### src/rtl/seq_divider.sv
// Multi-cycle radix-2 restoring integer divider (div/divu/rem/remu) with
// valid/ready handshakes on request and result; one quotient bit per clock.
module seq_divider #(
  parameter int XLEN  = 64,
  parameter int CNT_W = 7
) (
  input  logic            clk,
  input  logic            rst,
  input  logic            in_valid,
  output logic            in_ready,
  input  logic [XLEN-1:0] A,
  input  logic [XLEN-1:0] B,
  input  logic [4:0]      opcode,
  output logic            out_valid,
  input  logic            out_ready,
  output logic [XLEN-1:0] Y,
  output logic            busy
);

  typedef enum logic [1:0] {
    IDLE = 2'd0,
    CALC = 2'd1,
    FIX  = 2'd2,
    DONE = 2'd3
  } state_t;

  localparam logic [XLEN-1:0]  MIN_NEG  = {1'b1, {(XLEN-1){1'b0}}};
  localparam logic [CNT_W-1:0] CNT_INIT = CNT_W'(XLEN);
  localparam logic [CNT_W-1:0] CNT_ONE  = CNT_W'(1);

  state_t           state_reg;
  logic [CNT_W-1:0] cnt_reg;
  logic [XLEN-1:0]  q_reg;
  logic [XLEN-1:0]  rem_reg;
  logic [XLEN-1:0]  divisor_reg;
  logic             op_rem_reg;
  logic             op_signed_reg;
  logic             sign_q_reg;
  logic             sign_r_reg;

  // Opcode decode: 100xy, x selects remainder, y selects unsigned.
  logic op_valid;
  logic op_is_rem;
  logic op_is_signed;
  assign op_valid     = (opcode[4:2] == 3'b100);
  assign op_is_rem    = opcode[1];
  assign op_is_signed = ~opcode[0];

  logic [XLEN-1:0] a_abs;
  logic [XLEN-1:0] b_abs;
  assign a_abs = (op_is_signed && A[XLEN-1]) ? -A : A;
  assign b_abs = (op_is_signed && B[XLEN-1]) ? -B : B;

  // Cases resolved without iterating: illegal opcode, divide by zero, signed overflow.
  logic            div_by_zero;
  logic            overflow;
  logic            take_fast;
  logic [XLEN-1:0] fast_y;
  assign div_by_zero = (B == '0);
  assign overflow    = op_is_signed && (A == MIN_NEG) && (B == '1);
  assign take_fast   = !op_valid || div_by_zero || overflow;

  always_comb begin
    fast_y = '0;
    if (!op_valid) begin
      fast_y = '0;
    end else if (div_by_zero) begin
      fast_y = op_is_rem ? A : '1;
    end else if (overflow) begin
      fast_y = op_is_rem ? '0 : A;
    end
  end

  // One restoring step; the shifted partial remainder needs one extra bit.
  logic [XLEN:0]   rem_shift;
  logic            rem_ge;
  logic [XLEN-1:0] step_rem;
  assign rem_shift = {rem_reg, q_reg[XLEN-1]};
  assign rem_ge    = (rem_shift >= {1'b0, divisor_reg});
  assign step_rem  = rem_ge ? XLEN'(rem_shift - {1'b0, divisor_reg})
                            : rem_shift[XLEN-1:0];

  logic [XLEN-1:0] q_final;
  logic [XLEN-1:0] r_final;
  assign q_final = (op_signed_reg && sign_q_reg) ? -q_reg : q_reg;
  assign r_final = (op_signed_reg && sign_r_reg) ? -rem_reg : rem_reg;

  always_ff @(posedge clk or posedge rst) begin
    if (rst) begin
      state_reg     <= IDLE;
      cnt_reg       <= '0;
      q_reg         <= '0;
      rem_reg       <= '0;
      divisor_reg   <= '0;
      op_rem_reg    <= 1'b0;
      op_signed_reg <= 1'b0;
      sign_q_reg    <= 1'b0;
      sign_r_reg    <= 1'b0;
      Y             <= '0;
      out_valid     <= 1'b0;
      in_ready      <= 1'b1;
      busy          <= 1'b0;
    end else begin
      case (state_reg)
        IDLE: begin
          if (in_valid) begin
            op_rem_reg    <= op_is_rem;
            op_signed_reg <= op_is_signed;
            sign_q_reg    <= A[XLEN-1] ^ B[XLEN-1];
            sign_r_reg    <= A[XLEN-1];
            q_reg         <= a_abs;
            divisor_reg   <= b_abs;
            rem_reg       <= '0;
            cnt_reg       <= CNT_INIT;
            in_ready      <= 1'b0;
            busy          <= 1'b1;
            if (take_fast) begin
              Y         <= fast_y;
              out_valid <= 1'b1;
              state_reg <= DONE;
            end else begin
              state_reg <= CALC;
            end
          end
        end
        CALC: begin
          q_reg   <= {q_reg[XLEN-2:0], rem_ge};
          rem_reg <= step_rem;
          cnt_reg <= cnt_reg - CNT_ONE;
          if (cnt_reg == CNT_ONE) begin
            state_reg <= FIX;
          end
        end
        FIX: begin
          Y         <= op_rem_reg ? r_final : q_final;
          out_valid <= 1'b1;
          state_reg <= DONE;
        end
        DONE: begin
          // Returning to IDLE first guarantees a gap cycle before the next accept.
          if (out_ready) begin
            out_valid <= 1'b0;
            in_ready  <= 1'b1;
            busy      <= 1'b0;
            state_reg <= IDLE;
          end
        end
        default: begin
          state_reg <= IDLE;
        end
      endcase
    end
  end

endmodule

### config.mk
export PLATFORM = sky130hd
export DESIGN_NAME = seq_divider
export DESIGN_NICKNAME = d
export VERILOG_FILES = /design/src/rtl/seq_divider.sv
export SDC_FILE = /design/constraint.sdc
export NUM_CORES = 1
export LEC_CHECK = 0
export CAP_MARGIN = 25
export CORE_UTILIZATION = 60
export CTS_CLUSTER_SIZE = 14
export DETAILED_ROUTE_END_ITERATION = 7
export PLACE_DENSITY = 0.94
export SLEW_MARGIN = 30
export SYNTH_ARGS = -nofsm -noshare
export SYNTH_HDL_FRONTEND = slang
export SYNTH_SLANG_ARGS = --single-unit
### constraint.sdc
create_clock -name clk -period 25.7 [get_ports clk]
set_input_delay 2.57 -clock clk [delete_from_list [all_inputs] [get_ports clk]]
set_output_delay 2.57 -clock clk [all_outputs]
set_load 0.005 [all_outputs]
# Word level (Yosys, flattened, before mapping)
# Index checks and enable logic that the tools add are counted.
# W data, S select, Z words.
[word_totals] mem_count=0 rom_bits=0 latch_bits=0 regBits=272 inputBits=137 ram_bits=0
[classes] reduce_logical=21 add_sub_neg=6 mul=0 n_div=0 bitwise=2 n_mux=34 n_eq_ne=11 shift=0 n_lt_le_gt_ge=1
[ops] cell="$mux W64" count=15
[ops] cell="$pmux W64 S2" count=3
[ops] cell="$neg A64 Y64" count=4
[ops] cell="$eq A64 B64 Y1 const B" count=2
[ops] cell="$ge A65 B64 Y1" count=1
[ops] cell="$logic_not A64 Y1" count=1
[ops] cell="$sub A64 B64 Y64" count=1
[ops] cell="$pmux W7 S2" count=1
[ops] cell="$reduce_and A3 Y1" count=3
[ops] cell="$mux W2" count=4
[ops] cell="$ne A2 B2 Y1 const B" count=4
[ops] cell="$pmux W2 S4" count=1
[ops] cell="$eq A7 B1 Y1 const B" count=1
[ops] cell="$mux W7" count=1
[ops] cell="$sub A7 B1 Y7 const B" count=1
[ops] cell="$logic_and A1 B1 Y1" count=6
[ops] cell="$mux W1" count=6
[ops] cell="$reduce_bool A2 Y1" count=3
[ops] cell="$eq A2 B2 Y1 const B" count=2
[ops] cell="$pmux W1 S2" count=2
[ops] cell="$reduce_and A2 Y1" count=2
[ops] cell="$reduce_and A4 Y1" count=1
[ops] cell="$eq A3 B3 Y1 const B" count=1
[ops] cell="$pmux W1 S3" count=1
[ops] cell="other kinds (7)" count=8

# Longest topological paths before layout
# Gate-level depths: netlist of run 1.
[logic_depth] ltp_word=9 depth_mapped=16 ltp_nobuf=15

# Worst setup path before layout of run 1
# No wires, ideal clock.
[synth_path] path_kind="input to register" startpoint="input B[26]" endpoint="register Y[54]" path_buffers=2 stages=10 slack_ns=20.196 t_arrival_ns=5.354 required_ns=25.550 setup_time_ns=0.150 path_cell_list="or4_1 -> or4_1 -> or4_1 -> nor3_1 -> nand3_1 -> nand3_1 -> a21o_1 -> buf_2 -> clkbuf_1 -> a41oi_1"
[synth_between] elab_chain_len=8
[synth_rtl] element="from (decl)" line_no="12" rtl="input logic [XLEN-1:0] B,"
[synth_rtl] element="$eq A64 B64 Y1" line_no="60" rtl="assign overflow = op_is_signed && (A == MIN_NEG) && (B == '1);"
[synth_rtl] element="$logic_and A1 B1 Y1" line_no="60"
[synth_rtl] element="$mux W64" line_no="69" rtl="end else if (overflow) begin"
[synth_rtl] element="$mux W64" line_no="67" rtl="end else if (div_by_zero) begin"
[synth_rtl] element="$mux W64" line_no="65" rtl="if (!op_valid) begin"
[synth_rtl] element="$mux W64" line_no="117" rtl="if (take_fast) begin"
[synth_rtl] element="$mux W64" line_no="106" rtl="if (in_valid) begin"
[synth_rtl] element="$pmux W64 S2" line_no="104" rtl="case (state_reg)"
[synth_rtl] element="to (signal assigned)" line_no="118" rtl="Y <= fast_y;"
[synth_rtl] element="to (signal assigned)" line_no="135" rtl="Y <= op_rem_reg ? r_final : q_final;"
[synth_rtl] element="to (decl)" line_no="16" rtl="output logic [XLEN-1:0] Y,"
# Several ways; a longest one is shown, not always the timed one. The select of a mux whose other input is x is not followed.
# A chain may end at the register's enable or synchronous reset.

# Final worst setup path of run 1
[layout_path] startpoint="input B[26]" endpoint="register Y[47]"
# Same word-level chain as after synthesis.

==> results.toml, run 1 <==
[run_status]
status = "complete, no violations"

[cells_and_area]
area_delta_synth_final_pct = 15.5
drive_above_1_share_pct = 4.08
final_core_util_pct = 70.5
fin_area_um2 = 25100
fin_nets = 3156

[detailed_routing]
ant_nets = 0
dr_total_vias = 22700
drc_errors = 0
drtIter0Drc = 2711
routed_wl_um = 71800
wl_per_cell_um = 20.9
drt-pass1-iter-count = 6
viasPerCell = 6.62

[setup_path]
cp.arrival_ns = 7.45
crit_path_max_fanout = 34
worst_path_largest_cell_delay_ns = 0.84
criticalPathCategory = "primary input to register"
cp.buffers_inverters = 2
cp-start-kind = "primary input"
crit_top_cell = "or4_1"
path_delay_family = "simple AND/OR/NAND/NOR gates"
cp_cell_sequence = "clkdlybuf4s50_1 -> or4_1 -> or4_1 -> or4_1 -> nor3_1 -> nand3_1 -> nor2_2 -> buf_4 -> and2_1 -> a21oi_1 -> a31oi_1"
cpMaxStageDelayCell = "and2_1"
required_ns = 26.13
crit_path_end_kind = "register"

[sta]
max_freq_mhz = 142
fin_tns_setup_ns = 0
period_share_pct = 27.3
fin_skew_ns = 0.0275
maxSlewHeadroom_pct = 30.4
finalCriticalPeriod_ns = 7.02
hold_viol = 0
rsz0062_at_grt = "false"
worstMarginPinSlew_ns = 1.03
slew_violations = 0
setup_viol = 0

[yosys]
syn-num-nets = 3071
synth_area_leader_cell = "dfrtp_1"
avgSynthCellArea_um2 = 7.60
syn_area_um2 = 21700
ys_warn_count = 0
synth_edf_count = 0
synth_top_cells_by_count = "o21ai_0 (348), nand2_1 (342), nor2_1 (281)"
ys_types = 76
ys_async_sr_fraction_pct = 100
synth_most_common_cell = "o21ai_0"
synth.area.top_cells = "dfrtp_1 (31%), o21ai_0 (8.0%), xnor2_1 (6.1%)"
synthFlopType = "dfrtp_1"
yosysSeqAreaShare_pct = 31.4
synth-seq-cells = 272
synth_top_area_share_pct = 31.2
syn_inst = 2858

[global_routing]
grt_use_total_pct = 38.3
grt_use_met3_pct = 5.44
busiest_layer = "met2"
grt_util_met2_pct = 61.4
grt.overflow.total = 0
grt_max_degree = 176
grt_pass1_wl_um = 112000
grt_antenna_before_repair = 1
grtUsageMet1_pct = 52.7
grt_pass1_vias = 20900

[placed_design]
place_congestion = 0.961
io_buffers = 203
dpl.hpwl_um = 52000
postPlaceCellArea_um2 = 23900

[pwr]
p_leak_nw = 10.1
p_per_area_nw_per_um2 = 144
ir_worst_vdd_v = 0.000125
total_power_mw = 3.61

[clocking]
cts.path.max_buffers = 3
h-tree-depth = 2
clkTransAtPathRegs_ns = 0.06
hold_buffers = 0
cts.sinks = 272
cts_tree = "yes"
numCtsBuffers = 34
ctsResizeCount = 0
cts_setup_buffers = 0
clkLatencyLatePin_ns = 0.54
cts-root-buf = "clkbuf_16"

[die]
dieArea_um2 = 36900
start_util_pct = 61.0
die_x_um = 192
die_h_um = 192
io_pins = 204
core_area_um2 = 35600
num_rows = 69

[job]
max_cap_violations = 0

[worst_hold_path]
hp-class = "register to register"
## report_power, final
| group | leakage, nW | internal, mW | switching [mW] |
|---|---|---|---|
| clock | 0.531 | 0.281 | 0.200 |
| combinational | 6.25 | 0.882 | 1.36 |
| sequential | 3.36 | 0.641 | 0.249 |
## worst min-delay path: cells and delay by family (launching register included)
family / cells / cell delay, ns
compound gates: 1 / 0.06
simple gates: 1 / 0.05
flops: 1 / 0.33
## routing by layer
layer	part of all wire (%)	vias up
met5	0	-
met4	3.5	0
met3	11	237
met1	41	10600
met2	45	1466
li1	-	10400
## kinds of logic (layout without fill, tap and decap cells)
| group | Yosys count | count (layout) | synth area share (%) |
|---|---|---|---|
| other | 0 | 1 | 0 |
| and+or+nand+nor | 965 | 965 | 20.6 |
| buffers and inverters | 289 | 398 | 5.13 |
| xor gates and xnor gates | 293 | 293 | 11.8 |
| DFF | 272 | 272 | 31.4 |
| AOI/OAI and AO/OA | 942 | 942 | 25.7 |
| adders and majority gates | 76 | 76 | 4.41 |
| muxes | 21 | 21 | 0.980 |
## area by class of cell
cell class                 count  area, um2
antenna                        1       2.50
inverter                     111        424
tap                          461        577
timing repair buffer         227       2290
multi-input combinational   2297      13900
clock buffer                  47        991
sequential                   272       6810
fill                        2829      10500
clock inverter                13        118
## worst paths after layout
check                           cells past startpoint         endpoint            start  slack [ns]
worst max-delay path                               11            Y[47]            B[26]       18.68
worst min-delay path                                2  divisor_reg[26]  divisor_reg[26]        0.48
worst max register to register                      9      rem_reg[37]      rem_reg[33]       20.70
worst min register to register                      2  divisor_reg[26]  divisor_reg[26]        0.48
max in group asynchronous                           4      rem_reg[20]              rst       21.69
min in group asynchronous                           2            Y[20]              rst        2.59
## layout by cell type, fill, tap and decap left out, types with 6 or more instances in the layout
cell	instances
o41ai_1	27
and3_1	10
nand4_1	37
nor3b_1	6
inv_1	110
a31oi_1	68
nor2b_1	20
o31ai_1	43
xnor2_1	151
nand2b_1	24
a32oi_1	21
or2_2	10
nor4_1	29
mux2i_1	19
a221oi_1	7
o21a_1	12
and2_1	15
buf_4	18
xor2_1	142
nor2_1	280
clkbuf_8	7
nand3_1	45
o211ai_1	45
or4_1	22
o21bai_1	9
a21oi_1	259
ha_1	74
o21ai_0	347
clkbuf_16	35
o22ai_1	16
or3_1	38
a211oi_1	12
nor3_1	61
a21o_1	27
nand2_1	338
clkdlybuf4s50_1	203
dfrtp_1	270
## through the flow
stage	std cells	setup slack (ns)	hold WS, ns
after floorplan	2858	15.64	0.450
after global placement	3365	18.42	0.462
final	3429	18.68	0.480
after detailed placement	3366	18.17	0.472
after global routing	3428	18.53	0.506
after CTS	3426	18.72	0.484
No activity file was read; power rests on OpenSTA's default activity.
==> run 2, diff against run 1 <==
- CORE_UTILIZATION: 60 -> 59
- PLACE_DENSITY: 0.94 -> 0.93
- clock period: 25.7 -> 6.6 ns (I/O delays scaled with it)
==> results.toml, run 2 (synthesis gave the netlist of run 1 again) <==
[sta]
setup_viol = 0
hold_viol = 0
max_freq_mhz = 201
rsz0062_at_grt = "false"
fin_tns_setup_ns = 0
finalCriticalPeriod_ns = 4.97
maxSlewHeadroom_pct = 33.4
slew_violations = 0
fin_skew_ns = 0.0128
worstMarginPinSlew_ns = 0.999
period_share_pct = 75.3

[global_routing]
grt_use_met3_pct = 5.65
busiest_layer = "met2"
grtUsageMet1_pct = 51.1
grt.overflow.total = 0
grt_pass1_vias = 21300
grt_pass1_wl_um = 113000
grt_use_total_pct = 36.7
grt_antenna_before_repair = 1
grt_util_met2_pct = 57.9
grt_max_degree = 169

[die]
core_area_um2 = 35900
die_x_um = 194
num_rows = 69
io_pins = 204
die_h_um = 194
start_util_pct = 60.4
dieArea_um2 = 37600

[cells_and_area]
final.fill_count = 2922
fin_nets = 3154
drive_above_1_share_pct = 4.01
final_common_cell = "o21ai_0"
fin_area_um2 = 25000
final_cell_mix = "o21ai_0 (347), nand2_1 (339), nor2_1 (280)"
area_delta_synth_final_pct = 15.0

[worst_hold_path]
holdCritStartpoint = "divisor_reg[15]"
min_to = "divisor_reg[15]"
holdPathStages = 2
hp-class = "register to register"

[clocking]
hold_buffers = 0
cts.sinks = 272
cts_tree = "yes"
ctsResizeCount = 0
h-tree-depth = 1
cts-root-buf = "clkbuf_16"
numCtsBuffers = 30
clkLatencyLatePin_ns = 0.58
cts_setup_buffers = 0
clkTransAtPathRegs_ns = 0.06
cts.path.max_buffers = 3

[detailed_routing]
drtIter0Drc = 2441
drt-pass1-iter-count = 8
routed_wl_um = 70900
wl_per_cell_um = 20.7
viasPerCell = 6.60
drc_errors = 0
dr_total_vias = 22600
ant_nets = 0

[setup_path]
criticalPathCategory = "primary input to register"
reg2reg_to = "rem_reg[27]"
crit_path_end_kind = "register"
rr_worst_depth = 12
rrSetupSlack_ns = 1.75
timing.rr.start = "divisor_reg[1]"
cp-start-kind = "primary input"
required_ns = 7.11
crit_path_max_fanout = 34
cp.arrival_ns = 5.48

[run_status]
status = "complete, no violations"

[pwr]
p_leak_nw = 10.1
ir_worst_vdd_v = 0.000359
p_per_area_nw_per_um2 = 559

[placed_design]
dpl.hpwl_um = 51400
io_buffers = 203
postPlaceCellArea_um2 = 23900
place_congestion = 0.958

[job]
max_cap_violations = 0
## run 2: changes by cell type in the layout (fill, tap and decap cells not counted), moves of 2 or more
cell / previous run / this run
clkinv_2: 3 / 9
buf_4: 18 / 22
clkbuf_16: 35 / 31
clkinvlp_4: 5 / 2
bufinv_16: 1 / 3
clkbuf_8: 7 / 5
inv_6: 2 / 0
## run 2: metrics by stage
| stage | total power, mW | hold WS, ns | worst slack, ns | utilization [%] | cells |
|---|---|---|---|---|---|
| after global routing | 15.0 | 0.508 | 1.49 | 69.5 | 3425 |
| after detailed placement | 11.9 | 0.475 | 1.24 | 66.5 | 3368 |
| final | 13.9 | 0.483 | 1.63 | 69.5 | 3426 |
| after global placement | 11.5 | 0.463 | 1.45 | 66.5 | 3368 |
| after CTS | 13.7 | 0.489 | 1.81 | 69.3 | 3423 |
| after floorplan | 9.31 | 0.450 | 2.35 | - | 2858 |
## run 2: worst max-delay path by stage
stage / depth (start not counted) / endpoint / startpoint
2_1_floorplan: 1 / Y[0] / rst
3_3_place_gp: 11 / Y[53] / B[26]
3_5_place_dp: 11 / Y[37] / B[26]
4_1_cts: 9 / rem_reg[27] / rem_reg[33]
5_1_grt: 12 / rem_reg[27] / divisor_reg[1]
6_report: 12 / Y[56] / B[26]
## run 2: power by group
part	switching (mW)	total (mW)	leakage [nW]	internal, mW
Combinational	5.29	8.71	6.25	3.42
Clock	0.735	1.76	0.506	1.03
Sequential	0.980	3.47	3.36	2.49
Total	7.01	13.9	10.1	6.94
## run 2: layer usage
metal	vias up	part of all wire, %	routed length, um
li1	10400	-	-
met1	10700	42	29500
met2	1359	44	31300
met3	226	10	7340
met4	0	3.8	2690
met5	-	0	0
## run 2: worst max-delay path, stage by stage
cell and delay (ns):
clkdlybuf4s50_1 0.51, or4_1 0.63, or4_1 0.48, or4_1 0.51, nor3_1 0.51, nand3_1 0.38
nor2_2 0.17, buf_4 0.35, and2_1 0.83, a21oi_1 0.10, o21ai_0 0.15, o22a_1 0.17
## run 2: final cells by class
cell class                      instances  area [um2]  share of cell area [%]
Multi-Input combinational cell       2297       13900                    55.5
Timing Repair Buffer                  229        2280                    9.14
Inverter                              111         420                    1.68
Clock inverter                         14         151                   0.606
Antenna cell                            1        2.50                  0.0100
Tap cell                              461         577                    2.31
Sequential cell                       272        6810                    27.3
Clock buffer                           41         863                    3.46
==> run 3, diff against run 2 <==
- clock period: 6.6 -> 4.9 ns (I/O delays scaled with it)
==> results.toml, run 3 (synthesis gave the netlist of run 1 again) <==
[cells_and_area]
final_cell_mix = "o21ai_0 (347), nand2_1 (338), nor2_1 (280)"
final_cells = 3446
drive_above_1_share_pct = 4.63
fin_nets = 3172
final_common_cell = "o21ai_0"
final_core_util_pct = 70.4
final.fill_count = 2853
area_delta_synth_final_pct = 16.5

[detailed_routing]
wl_per_cell_um = 20.6
ant_nets = 0
viasPerCell = 6.57
drtIter0Drc = 2413
drc_errors = 0
routed_wl_um = 70900
dr_total_vias = 22600
drt-pass1-iter-count = 7

[clocking]
clkLatencyLatePin_ns = 0.61
cts.path.max_buffers = 3
cts.sinks = 272
hold_buffers = 0
cts-root-buf = "clkbuf_16"
ctsResizeCount = 0
cts_tree = "yes"
h-tree-depth = 1
cts_setup_buffers = 0
numCtsBuffers = 30
clkTransAtPathRegs_ns = 0.07

[setup_path]
cp-start-kind = "register"
crit_path_end_kind = "register"
crit_path_max_fanout = 6
criticalPathCategory = "register to register"
cp.arrival_ns = 4.81
required_ns = 5.38

[worst_hold_path]
hp-class = "primary input to asynchronous set/reset pin"

[sta]
fin_skew_ns = 0.0252
hold_viol = 0
fin_tns_setup_ns = 0
finalCriticalPeriod_ns = 4.32
slew_violations = 0
rsz0062_at_grt = "false"
worstMarginPinSlew_ns = 0.984
period_share_pct = 88.3
max_freq_mhz = 231
maxSlewHeadroom_pct = 34.2
setup_viol = 0

[placed_design]
io_buffers = 203
place_inst = 3386
dpl.hpwl_um = 51800
place_congestion = 0.949

[die]
die_h_um = 194
start_util_pct = 60.4
num_rows = 69
io_pins = 204
core_area_um2 = 35900
dieArea_um2 = 37600
die_x_um = 194

[job]
max_cap_violations = 0

[global_routing]
grt_pass1_wl_um = 114000
grt_pass1_vias = 21400
grt_use_total_pct = 37.2
grt.overflow.total = 0
grt_antenna_before_repair = 0
grt_max_degree = 136

[pwr]
p_per_area_nw_per_um2 = 759
total_power_mw = 19.2
p_leak_nw = 10.3
ir_worst_vdd_v = 0.000487

[run_status]
status = "complete, no violations"
## run 3: changes by cell type in the layout (fill, tap and decap cells not counted), sizes merged
cell	delta
buf	+18
bufinv	+5
clkbuf	-3
clkinv	-1
clkinvlp	-1
diode	+1
inv	+1
## run 3: stage by stage
stage                     setup WS (ns)  instance area (um2)  hold slack [ns]
after global routing              0.297                25300            0.260
final                             0.575                25300            0.228
after floorplan                   0.815                21700            0.450
after CTS                         0.668                25200            0.234
after detailed placement          0.195                24100            0.471
after global placement            0.314                24100            0.462
## run 3: final timing paths
check,startpoint,to,slack [ns],cells after the start
setup / recovery,q_reg[63],rem_reg[62],0.58,16
hold / removal,rst,Y[17],0.23,2
setup reg to reg,q_reg[63],rem_reg[62],0.58,16
hold reg to reg,divisor_reg[21],divisor_reg[21],0.48,2
max in group asynchronous,rst,divisor_reg[0],3.61,3
min in group clk,divisor_reg[21],divisor_reg[21],0.48,2
## run 3: layout make-up
cell class,instances,area (um2),area share (%)
antenna,2,5.00,0.0198
multi-input combinational,2297,13900,54.8
clock buffer,38,831,3.28
tap,461,577,2.28
sequential,272,6810,26.9
clock inverter,18,309,1.22
inverter,111,420,1.66
timing repair buffer,247,2490,9.86
## run 3: layer usage
metal	track usage, %	part of all wire (%)	vias up
li1	-	-	10400
met1	51.9	42	10700
met2	58.6	45	1400
met3	5.62	10	194
met4	13.5	3.3	0
met5	0	0	-
## run 3: critical path, cell delays in order, from the launching register on
cell and delay [ns]:
dfrtp_1 0.46, inv_1 0.12, ha_1 0.18, inv_1 0.06, fa_1 0.40, a21o_1 0.20
a221o_1 0.47, o21a_1 0.25, a211o_1 0.41, a2111oi_0 0.42, buf_4 0.20, o21ai_0 0.15
a41oi_1 0.34, o31ai_1 0.12, a21oi_1 0.18, xor2_1 0.15, o21ai_0 0.08
## run 3: power breakdown
part,leakage (nW),internal (mW),switching (mW)
registers,3.36,3.36,1.29
logic,6.36,4.77,7.13
clock network,0.565,1.62,1.02
